### config.mk
export PLATFORM = sky130hd
export DESIGN_NAME = tdm_demux
export DESIGN_NICKNAME = d
export VERILOG_FILES = /design/src/rtl/mux_pkg.sv /design/src/rtl/tdm_chan_counter.sv /design/src/rtl/tdm_demux.sv
export SDC_FILE = /design/constraint.sdc
export NUM_CORES = 1
export LEC_CHECK = 0
export CORE_UTILIZATION = 53
export CTS_BUF_LIST = sky130_fd_sc_hd__clkbuf_8
export CTS_CLUSTER_SIZE = 24
export DETAILED_ROUTE_END_ITERATION = 16
export HOLD_SLACK_MARGIN = 0.02
export PLACE_DENSITY = 0.82
export SYNTH_ARGS = -nofsm -noshare
export SYNTH_HDL_FRONTEND = slang
export SYNTH_SLANG_ARGS = --single-unit
### constraint.sdc
create_clock -name clk -period 2.3 [get_ports clk]
set_input_delay 0.345 -clock clk [delete_from_list [all_inputs] [get_ports clk]]
set_output_delay 0.345 -clock clk [all_outputs]
set_load 0.05 [all_outputs]
### src/rtl/mux_pkg.sv
// Shared definitions for the channel mux/demux library: FSM state encoding
// and the index-width helper.
package mux_pkg;

  typedef enum logic {
    HUNT   = 1'b0,
    LOCKED = 1'b1
  } state_e;

  // Width of an index that can address n items; never narrower than 1 bit.
  function automatic int clog2(input int n);
    int r;
    r = 0;
    while ((1 << r) < n) r++;
    return (r < 1) ? 1 : r;
  endfunction

endpackage

### src/rtl/tdm_chan_counter.sv
// Modulo-N channel index counter with clear, load-to-one and increment
// controls (priority in that order); flags the last channel of a frame.
module tdm_chan_counter
  import mux_pkg::*;
#(
  parameter  int N  = 4,
  localparam int CW = clog2(N)
) (
  input  logic          clk,
  input  logic          rst,
  input  logic          clr,
  input  logic          load1,
  input  logic          inc,
  output logic [CW-1:0] idx,
  output logic          last
);

  logic [CW-1:0] idx_q, idx_d;

  // NOTE: idx_d is given a default before any branch so no latch is inferred.
  always_comb begin
    idx_d = idx_q;
    if (clr)        idx_d = '0;
    else if (load1) idx_d = CW'(1);
    else if (inc)   idx_d = (idx_q == CW'(N - 1)) ? '0 : idx_q + 1'b1;
  end

  // NOTE: sequential state uses non-blocking assignments only.
  always_ff @(posedge clk or posedge rst) begin
    if (rst) idx_q <= '0;
    else     idx_q <= idx_d;
  end

  assign idx  = idx_q;
  assign last = (idx_q == CW'(N - 1));

endmodule

### src/rtl/tdm_demux.sv
// Time-division demultiplexer: realigns a round-robin serial word stream on
// its frame marker and presents each completed frame on a valid/ready output.
module tdm_demux
  import mux_pkg::*;
#(
  parameter int N = 4,
  parameter int W = 8
) (
  input  logic                clk,
  input  logic                rst,
  input  logic [W-1:0]        din,
  input  logic                din_valid,
  input  logic                din_sync,
  output logic [N*W-1:0]      frame_data,
  output logic                frame_valid,
  input  logic                frame_ready,
  output logic                locked,
  output logic [clog2(N)-1:0] cur_chan,
  output logic                sync_err,
  output logic                overflow,
  input  logic                err_clr
);

  localparam int CW = clog2(N);

  state_e              state_q, state_d;
  logic [(N-1)*W-1:0]  shadow_q;       // channels 0..N-2, channel 0 in the low bits
  logic [N*W-1:0]      frame_data_q;
  logic                frame_valid_q;
  logic                sync_err_q;
  logic                overflow_q;

  logic [CW-1:0]       idx;
  logic                last;
  logic                cnt_clr, cnt_load1, cnt_inc;
  logic                wr_shadow;
  logic [CW-1:0]       wr_idx;
  logic                serr_ev;
  logic                complete;
  logic                commit;

  tdm_chan_counter #(.N(N)) u_cnt (
    .clk   (clk),
    .rst   (rst),
    .clr   (cnt_clr),
    .load1 (cnt_load1),
    .inc   (cnt_inc),
    .idx   (idx),
    .last  (last)
  );

  always_comb begin
    state_d   = state_q;
    cnt_clr   = 1'b0;
    cnt_load1 = 1'b0;
    cnt_inc   = 1'b0;
    wr_shadow = 1'b0;
    wr_idx    = din_sync ? '0 : idx;
    serr_ev   = 1'b0;
    complete  = 1'b0;
    if (din_valid) begin
      if (state_q == HUNT) begin
        if (din_sync) begin
          wr_shadow = 1'b1;
          cnt_load1 = 1'b1;
          state_d   = LOCKED;
        end
      end else if (din_sync) begin
        // A marker anywhere but channel 0 restarts the frame on this word.
        wr_shadow = 1'b1;
        cnt_load1 = 1'b1;
        serr_ev   = (idx != '0);
      end else if (idx == '0) begin
        serr_ev   = 1'b1;
        cnt_clr   = 1'b1;
        state_d   = HUNT;
      end else if (last) begin
        complete  = 1'b1;
        cnt_inc   = 1'b1;
      end else begin
        wr_shadow = 1'b1;
        cnt_inc   = 1'b1;
      end
    end
  end

  assign commit = complete && (!frame_valid_q || frame_ready);

  always_ff @(posedge clk or posedge rst) begin
    if (rst) begin
      state_q       <= HUNT;
      // NOTE: the shadow buffer is reset so a frame after reset never carries stale words.
      shadow_q      <= '0;
      frame_data_q  <= '0;
      frame_valid_q <= 1'b0;
      sync_err_q    <= 1'b0;
      overflow_q    <= 1'b0;
    end else begin
      state_q <= state_d;
      for (int k = 0; k < N - 1; k++) begin
        if (wr_shadow && wr_idx == CW'(k)) shadow_q[k*W +: W] <= din;
      end

      if (commit) begin
        frame_data_q  <= {din, shadow_q};
        frame_valid_q <= 1'b1;
      end else if (frame_valid_q && frame_ready) begin
        frame_valid_q <= 1'b0;
      end

      if (serr_ev)      sync_err_q <= 1'b1;
      else if (err_clr) sync_err_q <= 1'b0;

      if (complete && !commit) overflow_q <= 1'b1;
      else if (err_clr)        overflow_q <= 1'b0;
    end
  end

  assign frame_data  = frame_data_q;
  assign frame_valid = frame_valid_q;
  assign locked      = (state_q == LOCKED);
  assign cur_chan    = idx;
  assign sync_err    = sync_err_q;
  assign overflow    = overflow_q;

endmodule

==> metrics.cfg <==
[final_layout]
utilization_pct = 75.86
nets = 240
n_antenna_cell = 0
drive_above_1_share_pct = 36.12
num-fill-cells = 269
fin_area_um2 = 3417
multi_input_area_um2 = 913.4
area_growth_pct = 33.87
regArea_um2 = 1551

[floorplan]
core_area_um2 = 4504
die_area_um2 = 5097
die_y_um = 71.40
dieWidth_um = 71.40
start_util_pct = 56.67
core.rowCount = 24
num_io_pins = 52

[placement]
pre_cts_slack_ps = 207.7
hpwl_um = 3265
io_buffers = 51
place.gp.congestion = 0.7125
placed_cell_area_um2 = 3137

[power]
ir_drop_uv = 874.8
seqPwrFrac_pct = 33.4
sw_frac_of_total_pct = 38.30
power_frac_comb_pct = 42.8
p_clk_share_pct = 23.8
switchingPower_mw = 2.074
internal_power_mw = 3.342
power.density_nw_per_um2 = 1585
power.leakage_nw = 1.551

[outcome]
violations = DRC
status = finished, violations left

[timing]
slew_violations = 0
fin_crit_sh_pct = 93.98
period_minus_slack_ps = 2162
finalWorstSetupSlack_ps = 138.5
rsz0062_at_grt = false
fin_skew_ps = 7.533
slew-limit-headroom_pct = 63.64
finalSetupViolCount = 0
max_freq_mhz = 462.6
tightest_slew_ps = 543.7
hold_viol = 0
fin_setup_tns_ps = 0

[global_routing]
grt_first_pass_wirelength_um = 8521
grt_max_degree = 40
overflow = 0
antenna_found_initial = 0
first_global_vias = 1641
grt_use_total_pct = 22.91

[logic_synthesis]
ys_types = 23
synthTopCellsByArea = dfrtp_1 (61%), mux2_2 (23%), buf_6 (2.2%), mux2_1 (2.2%), ha_1 (2.0%)
synth.ff_latch_count = 62
syn-num-nets = 179
synth_top_area_share_pct = 60.78
synth_area_um2 = 2552
syn_inst = 161
synth_area_leader_cell = dfrtp_1
ys_warn_count = 0
synth_area_per_cell_um2 = 15.85
synth.yosys.seq_area_share_pct = 60.78

[clocking]
cts_sinks = 62
htreeDepth = 3
clockBufferDepth = 2
clock-root-buffer = clkbuf_8
cts_tree = built
cts_setup_buffers = 0
clock_latency_ps = 330
cts_resized = 0
cts_hold_buf = 0
cts_buffers = 9
clk_pin_slew_ps = 70

[routing]
vias = 1519
drc = 3
drt-initial-drc-count = 78
wire_per_inst_um = 17.53
viasPerCell = 5.444
totalWireLength_um = 4891
drtPass1Iterations = 10
ant_nets = 0

[worst_setup_path]
cp_slowest_cell = clkdlybuf4s50_1
endpoint_kind = output pin
worstPathRequired_ps = 1960
cp-start-kind = flip-flop
cp.arrival_ps = 1820
cp_max_fo = 11
critPathMaxStageDelay_ps = 890
criticalPathCategory = reg -> out
crit_family = buffers and inverters
crit_buf_inv = 1
crit_chain = clkdlybuf4s50_1

[job]
max-cap-violations = 0

[worst_hold_path]
hp-class = in -> async

cells in the final DEF (no fill, tap or decap), types with 2 or more instances in the layout:
| master | n |
|---|---|
| ha_1 | 4 |
| buf_12 | 2 |
| clkdlybuf4s50_1 | 51 |
| nand2_1 | 2 |
| mux2_2 | 51 |
| nor3_4 | 2 |
| o211ai_1 | 2 |
| dfrtp_1 | 62 |
| nand4b_4 | 2 |
| mux2_1 | 5 |
| a21oi_1 | 3 |
| clkbuf_8 | 11 |
| buf_4 | 4 |
| inv_1 | 6 |
| and4bb_2 | 2 |
| o21ai_0 | 3 |
| bufinv_16 | 4 |
routing by layer:
metal  track usage (%)  vias up  wire length [um]
met4             9.556        0                62
met5                 0        -                 0
li1                  -      697                 -
met2             37.67       37              2484
met1             29.56      779              2190
met3             5.204        6               153
power by group through the flow:
stage,sequential [mW],combinational (mW),clock [mW]
4_1_cts,1.81,2.34,1.31
6_report,1.81,2.32,1.29
3_3_place_gp,1.78,2.26,0
3_5_place_dp,1.82,2.32,0
2_1_floorplan,2.69,0.689,0
5_1_grt,1.88,2.42,1.37
kinds of logic after synthesis:
group | count (synthesis) | share of synthesized area (%)
flip-flops | 62 | 60.78
multiplexers | 56 | 24.71
buffers and inverters | 14 | 3.725
AND/OR/NAND/NOR | 13 | 5.588
AO/OA/AOI/OAI | 12 | 3.235
adder cells (fa/ha/maj) | 4 | 1.961
synth_stat cells:
cell / n
dfrtp_1: 62
mux2_2: 51
inv_1: 7
buf_6: 5
mux2_1: 5
ha_1: 4
a21oi_1: 3
o21ai_0: 3
and4bb_2: 2
nand2_1: 2
nand4b_4: 2
nor2b_1: 2
nor3_4: 2
o211ai_1: 2
a2bb2oi_1: 1
a31oi_1: 1
buf_2: 1
buf_4: 1
nand2b_1: 1
nand3_1: 1
nand4_1: 1
o21ai_4: 1
o22ai_1: 1
path summary, 6_finish.rpt:
check	start	cells after the start	to	slack, ps
worst max-delay path	locked	1	locked	140
worst min register to register	frame_data[25]	1	frame_data[25]	500
worst max register to register	u_cnt.idx[1]	5	shadow_q[3]	240
worst min-delay path	rst	2	frame_data[29]	390
max in group asynchronous	rst	3	shadow_q[18]	1330
min in group clk	frame_data[25]	1	frame_data[25]	500
metrics by stage:
stage               hold WS, ps  std cells  total power [mW]
finish                    388.6        279             5.416
global route              428.5        279             5.670
CTS                       388.1        279             5.459
detailed placement        482.9        263             4.143
global placement          463.4        263             4.046
floorplan                 441.4        161             3.379
registers in the layout, summed over array words and instances, names as in the netlist:
| register | count |
|---|---|
| frame_data | 32 |
| frame_valid | 1 |
| shadow_q | 24 |
| overflow | 1 |
| locked | 1 |
| u_cnt.idx | 2 |
| sync_err | 1 |
layout make-up:
| cell class | instances | share of cell area, % |
|---|---|---|
| flip-flops and latches | 62 | 45.40 |
| well taps | 52 | 1.904 |
| clock inverters | 5 | 3.772 |
| inverters | 7 | 0.7689 |
| repair buffers | 57 | 16.99 |
| multi-input cells | 85 | 26.73 |
| clock buffers | 11 | 4.431 |
Note: power is estimated with default switching activity, not from simulation.
